[src/rtl/alu_result_serializer.sv]
// ---------------------------------------------------------------------------
// alu_result_serializer
//
// Downstream stage of the ALU. Each registered ALU result (ALU_OUT qualified
// by OUT_VALID) is split into BYTE_W-wide bytes and pushed, least-significant
// byte first, into the UART TX FIFO over a valid/full handshake. One result
// is in flight (shadow) and one more can wait in a one-deep pending slot, so
// back-to-back ALU results are not lost. A result arriving while both slots
// are occupied is dropped and flagged on OVERRUN.
//
// Ports
//   CLK        in   1       clock
//   RST        in   1       asynchronous, active-low reset
//   ALU_OUT    in   OUT_W   ALU result, valid when OUT_VALID=1
//   OUT_VALID  in   1       one-cycle strobe per result
//   FIFO_FULL  in   1       TX FIFO full; byte moves when TX_D_VLD & ~FIFO_FULL
//   TX_P_DATA  out  BYTE_W  byte offered to the TX FIFO
//   TX_D_VLD   out  1       TX_P_DATA valid
//   BUSY       out  1       result in flight or pending
//   OVERRUN    out  1       one-cycle pulse when an incoming result is dropped
// ---------------------------------------------------------------------------
module alu_result_serializer #(
    parameter int OUT_W  = 16,
    parameter int BYTE_W = 8
) (
    input  logic              CLK,
    input  logic              RST,
    input  logic [OUT_W-1:0]  ALU_OUT,
    input  logic              OUT_VALID,
    input  logic              FIFO_FULL,
    output logic [BYTE_W-1:0] TX_P_DATA,
    output logic              TX_D_VLD,
    output logic              BUSY,
    output logic              OVERRUN
);

    localparam int NBYTES = OUT_W / BYTE_W;
    localparam int IDX_W  = (NBYTES > 1) ? $clog2(NBYTES) : 1;
    localparam logic [IDX_W-1:0] LAST_IDX = IDX_W'(NBYTES - 1);

    typedef enum logic {
        IDLE = 1'b0,
        SEND = 1'b1
    } state_t;

    state_t            state;
    logic [OUT_W-1:0]  shadow;
    logic [OUT_W-1:0]  pend;
    logic              pend_vld;
    logic [IDX_W-1:0]  idx;
    logic              overrun;

    logic acc;
    logic last;

    // Handshake qualifiers depend only on flops plus FIFO_FULL; they steer
    // state updates but never feed the outputs.
    assign acc  = (state == SEND) && !FIFO_FULL;
    assign last = acc && (idx == LAST_IDX);

    // Outputs decode purely from registered state.
    assign TX_D_VLD  = (state == SEND);
    assign TX_P_DATA = (state == SEND) ? shadow[idx*BYTE_W +: BYTE_W] : '0;
    assign BUSY      = (state == SEND) || pend_vld;
    assign OVERRUN   = overrun;

    always_ff @(posedge CLK or negedge RST) begin
        if (!RST) begin
            state    <= IDLE;
            shadow   <= '0;
            pend     <= '0;
            pend_vld <= 1'b0;
            idx      <= '0;
            overrun  <= 1'b0;
        end else begin
            overrun <= 1'b0;
            case (state)
                IDLE: begin
                    if (OUT_VALID) begin
                        shadow <= ALU_OUT;
                        idx    <= '0;
                        state  <= SEND;
                    end
                end
                SEND: begin
                    if (last) begin
                        idx <= '0;
                        if (pend_vld) begin
                            // Pending result moves up with no bubble; an
                            // arrival on this edge refills the freed slot.
                            shadow <= pend;
                            if (OUT_VALID) begin
                                pend <= ALU_OUT;
                            end else begin
                                pend_vld <= 1'b0;
                            end
                        end else if (OUT_VALID) begin
                            shadow <= ALU_OUT;
                        end else begin
                            state <= IDLE;
                        end
                    end else begin
                        if (acc) begin
                            idx <= idx + 1'b1;
                        end
                        if (OUT_VALID) begin
                            if (!pend_vld) begin
                                pend     <= ALU_OUT;
                                pend_vld <= 1'b1;
                            end else begin
                                // Both slots occupied: drop the arrival.
                                overrun <= 1'b1;
                            end
                        end
                    end
                end
                default: state <= IDLE;
            endcase
        end
    end

endmodule
[config.mk]
export PLATFORM = sky130hd
export DESIGN_NAME = alu_result_serializer
export DESIGN_NICKNAME = d
export VERILOG_FILES = /design/src/rtl/alu_result_serializer.sv
export SDC_FILE = /design/constraint.sdc
export NUM_CORES = 1
export LEC_CHECK = 0
export ABC_AREA = 1
export BUFFER_PORTS_ARGS = -buffer_cell sky130_fd_sc_hd__buf_2
export CORE_MARGIN = 8
export CORE_UTILIZATION = 59
export DETAILED_ROUTE_END_ITERATION = 7
export GPL_ROUTABILITY_DRIVEN = 0
export GPL_TIMING_DRIVEN = 0
export PLACE_DENSITY_LB_ADDON = 0.05
export SETUP_SLACK_MARGIN = 0.5
export SLEW_MARGIN = 10
export SYNTH_ARGS = -nofsm -noshare
export SYNTH_HDL_FRONTEND = slang
export SYNTH_SLANG_ARGS = --single-unit
[constraint.sdc]
create_clock -name CLK -period 2.7 [get_ports CLK]
set_input_delay 0.405 -clock CLK [delete_from_list [all_inputs] [get_ports CLK]]
set_output_delay 0.405 -clock CLK [all_outputs]
set_load 0.01 [all_outputs]
==> impl_results.md, run 1 <==
* Fmax at roughly 0.48 GHz
* Flop-to-flop setup slack at 1070 ps
* Antenna diodes at 0
* 1st-iter DRT viols at between 100 and 150
* Post-synthesis adder-cell area fraction at 0%
* Worst-margin pin slew at between 800 and 900 ps
* Vias/cell at 5.510
* Final Setup Violations at 0
* Placed Area at between 2000 and 2500 um^2
* Worst-skew pair later-pin latency at ~350 ps
* Commonest non-fill, non-tap cell in the layout: nand2_1
* CTS tree: yes
* Synth Instances at about 230
* CTS max path bufs at 2
* Reg clk slew, reported paths at about 110 ps
* HP Class: in2async
* Syn nets at roughly 250
* Final hold violations at 0
* Num ports at 31
* Num rows at 20
* Reg2reg path depth at 5
* Share of cells above drive strength 1 at 19.26%
* Critical path class: reg2out
* Yosys warns at 0
* Mapped cell area at between 1500 and 2000 um^2
* Post-Route Setup TNS at 0 ps
* Initial antenna violation count at 0
* Chip Width at ~72 um
* Synthesized flop and latch total at 36
* Most frequent cells in the layout: nand2_1, nand3_1, dfrtp_1, buf_2, o21ai_0
* Max Cap Violations at 0
* Share of the yosys chip area belonging to registers at 48.71%
* Die area at about 5200 um^2
* Simple-gate share of the synthesized area at between 20% and 30%
* First-pass GRT wire length at roughly 8100 um
* Die Ht at a little over 70 um
* Tot GR Track Use at 19.51%
* HPWL Detailed at ~3300 um
* WHS at around 130 ps
* CP Data Arrival Time at ~1700 ps
* Max transition margin at approximately 47%
* Hold_buf cts at 0
* Core ar. at 3028 um^2
* Crit Path Max Fanout at 10
* Port Buffers at 30
* Worst path required time at about 2300 ps
* Slew Limit Fails at 0
* Initial core utilization at 61.07%
* GRT overflow at 0
* Critical Path End Type: output pin
* Fin crit period at approximately 2100 ps
* Largest net degree at the start of global routing at 37
* Via count at approximately 1700
* Mean Syn Cell Area at around 7.9 um^2
* DRC at 0
* XOR/XNOR share of the synthesized area at 0%
* Final nets at between 200 and 300
* LEAKAGE at 1.070 nW
* Clk root buf: clkbuf_4
* CTS buffer count at 5
* Pwr dens at roughly 1000 nW/um^2
* Routed Antenna Nets at 0
* Tcrit/Tclk final at a little under 80%
* Compound-Gate Fraction of Synth Area at between 10% and 20%
* Main combinational cell family by area after synthesis: simple AND/OR/NAND/NOR gates
* Drt pass-1 iters at 4
* Vias in the first global route at roughly 1700
* Yosys cell types at 20
* Final wirelength at 4649 um
* Clock tree sinks at 36
* Worst flop-to-flop path endpoint: shadow[8]$_DFFE_PN0P_
* Max IR drop VDD at 0.0005021 V
* Wire length per cell at about 15 um
* Worst clock skew at approximately 6.7 ps
* Worst setup SP type: flip-flop
* Post-synthesis mux area share at 0%
* Depth of the CTS H-tree at 2
* Unrepaired setup endpoints after global routing: false
* Layout area overhead at 13.73%
* Fin area at approximately 2100 um^2
* RR Startpoint: TX_D_VLD$_DFF_PN0_
* Status: finished, final reports clean
power by group:
| part | switching, mW | internal [mW] | total [mW] |
|---|---|---|---|
| combinational | 0.617 | 0.356 | 0.973 |
| clock | 0.176 | 0.0959 | 0.272 |
| sequential | 0.153 | 0.784 | 0.938 |
| total | 0.947 | 1.24 | 2.18 |
critical path, stage by stage, from the launching register on:
cell	delay (ps)
dfrtp_1	340
buf_4	160
clkbuf_1	380
o21ai_0	160
a21oi_1	140
buf_2	150
stage by stage:
stage	setup slack [ps]	std cells	power (mW)	util [%]
2_1_floorplan	1169	233	1.583	-
3_3_place_gp	971.8	307	1.883	67.85
3_5_place_dp	955.3	307	1.917	67.85
4_1_cts	570.6	314	2.187	69.38
5_1_grt	502.6	314	2.361	69.46
6_report	624.1	314	2.183	69.46
timing repair:
item	CTS	global route
buffers inserted	0	0
resized for setup	0	4
setup endpoints to repair	0	4
worst max path at each step:
stage / start / endpoint / slack (ps) / cells after the start
4_1_cts: TX_D_VLD$_DFF_PN0_ / TX_P_DATA[5] / 570 / 4
5_1_grt: idx$_DFFE_PN0P_ / TX_P_DATA[6] / 500 / 5
3_5_place_dp: TX_D_VLD$_DFF_PN0_ / TX_P_DATA[5] / 960 / 4
2_1_floorplan: TX_D_VLD$_DFF_PN0_ / TX_P_DATA[5] / 1170 / 3
3_3_place_gp: TX_D_VLD$_DFF_PN0_ / TX_P_DATA[5] / 970 / 4
6_report: idx$_DFFE_PN0P_ / TX_P_DATA[6] / 620 / 5
cell families after synthesis:
kind of cell / Yosys count
AND/OR/NAND/NOR: 123
flip-flops: 36
buffers and inverters: 29
AO/OA/AOI/OAI: 45
area by class of cell:
class | instances | area [um^2]
buffer | 16 | 75.07
inverter | 13 | 48.80
clock buffer | 6 | 41.29
clock inverter | 1 | 5.005
fill | 261 | 924.6
tap | 44 | 55.05
sequential | 36 | 900.9
multi-input combinational | 168 | 827.0
timing repair buffer | 30 | 150.1
registers in the layout, summed over array words and instances, names as in the netlist:
register	flops
pend_vld	1
shadow	16
TX_D_VLD	1
idx	1
OVERRUN	1
pend	16
Yosys cell counts:
| cell | n | area share (%) |
|---|---|---|
| a21oi_1 | 9 | 2.4 |
| buf_2 | 4 | 1.1 |
| buf_1 | 3 | 0.61 |
| clkinv_1 | 1 | 0.20 |
| o21ai_0 | 18 | 4.9 |
| inv_1 | 11 | 2.2 |
| o21ai_4 | 1 | 0.88 |
| nor2_1 | 1 | 0.20 |
| or2_2 | 1 | 0.34 |
| dfrtp_1 | 36 | 49 |
| nand2_4 | 1 | 0.61 |
| nand3_1 | 42 | 11 |
| inv_2 | 1 | 0.20 |
| nand2_1 | 75 | 15 |
| nand3_2 | 2 | 1.1 |
| buf_4 | 2 | 0.81 |
| clkbuf_1 | 7 | 1.4 |
| o211ai_1 | 16 | 6.5 |
| nand2_2 | 1 | 0.34 |
| a21oi_4 | 1 | 0.88 |
layer usage:
| layer | vias to the layer above | track usage [%] | part of all wire [%] |
|---|---|---|---|
| met5 | - | 0 | 0 |
| met4 | 0 | 6.122 | 1.0 |
| met3 | 6 | 5.510 | 7.7 |
| met2 | 55 | 32.29 | 47 |
| met1 | 815 | 23.91 | 44 |
| li1 | 854 | - | - |
(Power assumes the default switching activity.)
==> run 2, diff against run 1 <==
Settings changed: CORE_UTILIZATION 59 to 50.
Clock period 2.7 ns to 1.7 ns, I/O delays scaled along.
==> run 2 against run 1 <==
Net effect:
- sequential power is 60% higher
- total power rose by 94%
- largest power group unchanged
- via count increased by 7.3%
- global-route usage fell by 0.64 points
- critical endpoint unchanged
- clock skew shrank 3.3 ps
- non-clock buffer count rose by 19
- largest cell class unchanged
- die area grew 14%
- worst hold slack got worse by 89 ps
- clock power grew 130%
- register-to-register slack got worse by 790 ps
==> impl_results.md, run 2 (synthesis gave the netlist of run 1 again) <==
* Die area at approximately 6000 um^2
* Critical Path End Type: output pin
* # fillers at approximately 300
* DRC at 0
* Worst clock skew at 3.378 ps
* HPWL Detailed at 3411 um
* Drt pass-1 iters at 4
* Die Ht at a little under 80 um
* CTS buffer count at 5
* Chip Width at about 77 um
* Max Cap Violations at 0
* CP Data Arrival Time at between 1000 and 1500 ps
* Status: finished, final reports clean
* Fin crit period at about 1500 ps
* Antenna diodes at 0
* Power, Total at 4.239 mW
* 1st-iter DRT viols at ~190
* First-pass GRT wire length at ~8900 um
* Clock tree sinks at 36
* Clk root buf: clkbuf_8
* Port Buffers at 30
* Depth of the CTS H-tree at 2
* Final wirelength at 5408 um
* Final Setup Violations at 0
* Fmax at around 0.65 GHz
* CTS max path bufs at 2
* Max IR drop VDD at around 0.00092 V
* Wire length per cell at about 16 um
* Initial antenna violation count at 0
* Pwr dens at between 1500 and 2000 nW/um^2
* Worst-margin pin slew at about 800 ps
* Worst-skew pair later-pin latency at between 200 and 300 ps
* Vias/cell at around 5.5
* Most frequent cells in the layout: nand2_1, nand3_1, dfrtp_1, buf_2, o211ai_1
* GRT overflow at 0
* Worst path required time at between 1000 and 1500 ps
* Routed Antenna Nets at 0
* Tcrit/Tclk final at between 90% and 100%
* Layout area overhead at 35.59%
* Tot GR Track Use at 18.87%
* Fin area at approximately 2500 um^2
* Post-Route Setup TNS at 0 ps
* Final hold violations at 0
* Vias in the first global route at 1833
* Largest registers: pend: 16 flops, shadow: 16 flops
* Final nets at approximately 300
* WHS at ~45 ps
* Reg clk slew, reported paths at roughly 70 ps
* Via count at about 1900
* Hold_buf cts at 0
* Unrepaired setup endpoints after global routing: true
* HP Class: in2async
* Num ports at 31
* CTS tree: yes
* Placed Area at between 2000 and 2500 um^2
* Slew Limit Fails at 0
* Share of cells above drive strength 1 at 28.62%
* Storage element area at roughly 900 um^2
* Worst setup SP type: flip-flop
* Critical path class: reg2out
* Commonest non-fill, non-tap cell in the layout: nand2_1
* Num rows at 22
* Largest net degree at the start of global routing at 37
* LEAKAGE at about 1.3 nW
* Core ar. at ~3600 um^2
* Area of the multi-input gates at ~870 um^2
* Max transition margin at a little under half
* Crit Path Max Fanout at 10
* Initial core utilization at 51.28%
[run 2: metal layers]
| metal | routed length (um) | part of all wire (%) | vias to the layer above | track usage (%) |
|---|---|---|---|---|
| met1 | 2429 | 45 | 887 | 24.31 |
| met4 | 102 | 1.9 | 0 | 6.154 |
| met2 | 2498 | 46 | 61 | 28.55 |
| li1 | - | - | 898 | - |
| met5 | 0 | 0 | - | 0 |
| met3 | 377 | 7.0 | 10 | 6.760 |
[run 2: final timing paths]
kind | slack (ps) | start | endpoint | cells after the start
hold reg to reg | 480 | pend[6]$_DFFE_PN0P_ | pend[6]$_DFFE_PN0P_ | 2
hold / removal | 40 | RST | shadow[14]$_DFFE_PN0P_ | 1
max in group asynchronous | 1100 | RST | TX_D_VLD$_DFF_PN0_ | 1
setup / recovery | 160 | idx$_DFFE_PN0P_ | TX_P_DATA[6] | 5
min in group CLK | 210 | ALU_OUT[9] | pend[9]$_DFFE_PN0P_ | 3
setup reg to reg | 280 | idx$_DFFE_PN0P_ | pend[4]$_DFFE_PN0P_ | 9
[run 2: through the flow]
stage | setup WS [ps] | cells | util (%)
6_report | 163.8 | 338 | 69.54
5_1_grt | 93.94 | 338 | 69.54
4_1_cts | 166.5 | 336 | 67.66
3_5_place_dp | 187.4 | 311 | 58.22
3_3_place_gp | 197.8 | 311 | 58.22
2_1_floorplan | 501.7 | 233 | -
[run 2: critical path: stages, from the launching register on]
cell and delay, ps:
dfrtp_1 370, buf_6 140, clkbuf_16 160, o21ai_4 130, a21oi_1 50, buf_2 140
[run 2: power breakdown]
part / internal (mW) / switching [mW]
Combinational: 0.960 / 1.14
Clock: 0.331 / 0.303
Sequential: 1.25 / 0.250
Total: 2.54 / 1.70
[run 2: layout make-up]
class	instances	share of cell area [%]
tap	48	2.395
timing repair buffer	49	14.12
sequential	36	35.98
buffer	16	7.086
clock buffer	8	3.593
multi-input combinational	168	34.88
inverter	13	1.946
[run 2: timing repair]
action / in CTS / in global routing
pin swaps: 4 / 3
setup endpoints to repair: 45 / 46
cloned: 0 / 1
gates resized for setup: 32 / 9
buffers inserted: 17 / 1
==> run 3, diff against run 2 <==
Settings changed: PLACE_DENSITY from default to 0.77, PLACE_DENSITY_LB_ADDON 0.05 to default, SLEW_MARGIN 10 to 20.
==> run 3 against run 2 <==
Net effect:
- global-route usage grew 4.1 points
- maximum frequency decreased by 2.1%
- via count rose by 23%
- worst hold slack improved by 2.5 ps
- critical endpoint unchanged
==> impl_results.md, run 3 (synthesis gave the netlist of run 1 again) <==
* Layout area overhead at 58.86%
* Commonest non-fill, non-tap cell in the layout: nand2_1
* First-pass GRT wire length at between 10000 and 15000 um
* Sequence of cells on the critical path: buf_6 -> clkbuf_16 -> a21oi_2 -> buf_2
* LEAKAGE at about 1.4 nW
* RR Startpoint: TX_D_VLD$_DFF_PN0_
* HP Class: in2async
* Wire length per cell at ~23 um
* Crit Path Max Fanout at 7
* Fmax at between 0.6 and 0.7 GHz
* Max Cap Violations at 0
* Vias in the first global route at between 2000 and 2500
* Hold_buf cts at 0
* # placed instances at 311
* Core ar. at about 3600 um^2
* Max transition margin at between 40% and 50%
* Chip Width at ~77 um
* # fillers at approximately 200
* Final hold violations at 0
* Slew Limit Fails at 0
* Pwr dens at around 1800 nW/um^2
* Status: finished, final reports clean
* Initial antenna violation count at 0
* CP Data Arrival Time at 1310 ps
* Vias/cell at 6.472
* Initial core utilization at 51.28%
* CP max stage delay at 380 ps
* Num rows at 22
* Final wirelength at approximately 8000 um
* GRT overflow at 0
* Critical Path End Type: output pin
* 1st-iter DRT viols at around 350
* DRC at 0
* Post-Route Setup TNS at 0 ps
* Flop-to-flop setup slack at approximately 140 ps
* CTS buffer count at 5
* Worst-skew pair later-pin latency at about 300 ps
* Tot GR Track Use at between 20% and 30%
* CTS max path bufs at 2
* Worst path required time at between 1000 and 1500 ps
* Storage element area at roughly 900 um^2
* Routed Antenna Nets at 0
* Unrepaired setup endpoints after global routing: true
* Antenna diodes at 0
* Fin crit period at 1569 ps
* Port Buffers at 30
* Final Setup Violations at 0
* Largest net degree at the start of global routing at 37
* Final nets at roughly 320
* Clk root buf: clkbuf_8
* Clock tree sinks at 36
* Die Ht at approximately 77 um
* Post-Layout Cell Count at 352
* Crit. Startpoint: idx$_DFFE_PN0P_
* Tcrit/Tclk final at 92.31%
* Die area at 5901 um^2
* Drt pass-1 iters at 5
* Worst setup SP type: flip-flop
* Worst clock skew at approximately 10 ps
* Reg clk slew, reported paths at roughly 80 ps
* Share of cells above drive strength 1 at 44.74%
* Area of the multi-input gates at between 1000 and 1500 um^2
* Num ports at 31
* Most frequent cells in the layout: nand2_1, nand3_1, dfrtp_1, buf_2
* Depth of the CTS H-tree at 2
* Via count at 2278
* Largest registers: pend: 16 flops, shadow: 16 flops
* CP max-delay cell: dfrtp_1
* Critical path class: reg2out
* CTS tree: yes
* Max IR drop VDD at 0.001056 V
* HPWL Detailed at 3470 um
* Worst-margin pin slew at ~820 ps
## run 3: cell types whose count changed in the layout (fill, tap and decap cells not counted), moves of 5 or more
| cell | delta |
|---|---|
| buf_6 | +9 |
| nand2_1 | -23 |
| buf_4 | -8 |
| buf_8 | +7 |
| o21ai_1 | +6 |
| o21ai_0 | -14 |
| nand3_2 | +5 |
| o21ai_2 | +7 |
| nand2_2 | +19 |
| nand3_1 | -5 |
## run 3: area by class of cell
| cell class | instances | share of cell area (%) |
|---|---|---|
| repair buffers | 63 | 20.27 |
| well taps | 48 | 2.044 |
| flip-flops and latches | 36 | 30.75 |
| inverters | 13 | 1.661 |
| plain buffers | 16 | 6.942 |
| multi-input cells | 168 | 35.26 |
| clock buffers | 8 | 3.066 |
## run 3: worst max-delay path: cells and delay by family (launching register included)
family          cells  cell delay, ps
buf+inv             3             470
compound gates      1             160
flops               1             380
## run 3: repair_timing
item                       in CTS  in global routing
gates cloned                    6                  1
hold endpoints to repair        0                  0
pin swaps                      15                  8
resized for setup              75                 53
buffers inserted               21                  5
setup endpoints to repair      45                 46
## run 3: final timing paths
kind / end / depth (start not counted)
max in group asynchronous: TX_D_VLD$_DFF_PN0_ / 1
setup / recovery: TX_P_DATA[6] / 4
setup reg to reg: pend[15]$_DFFE_PN0P_ / 9
hold / removal: pend[10]$_DFFE_PN0P_ / 1
min in group CLK: pend[5]$_DFFE_PN0P_ / 3
hold reg to reg: pend[5]$_DFFE_PN0P_ / 2
## run 3: per-stage QoR
stage	power [mW]	util (%)	cell area (um^2)	hold slack [ps]	setup slack, ps
2_1_floorplan	2.568	-	1889	-40.59	501.7
3_3_place_gp	3.046	58.22	2100	395.5	244.9
3_5_place_dp	3.110	58.22	2100	389.0	224.6
4_1_cts	4.593	75.29	2715	75.49	182.1
5_1_grt	5.562	81.47	2938	114.1	44.88
6_report	5.323	81.47	2938	47.22	130.8
## run 3: layer usage
layer	track usage, %	wire length, um	vias up
li1	-	-	926
met1	24.93	2742	1053
met2	39.93	3862	233
met3	6.760	923	66
met4	11.15	501	0
met5	0	0	-
## run 3: report_power, final
part	leakage (nW)	total (mW)	internal (mW)	switching, mW
Sequential	0.439	1.64	1.25	0.389
Clock	0.0455	0.647	0.331	0.317
Combinational	0.935	3.03	1.46	1.58
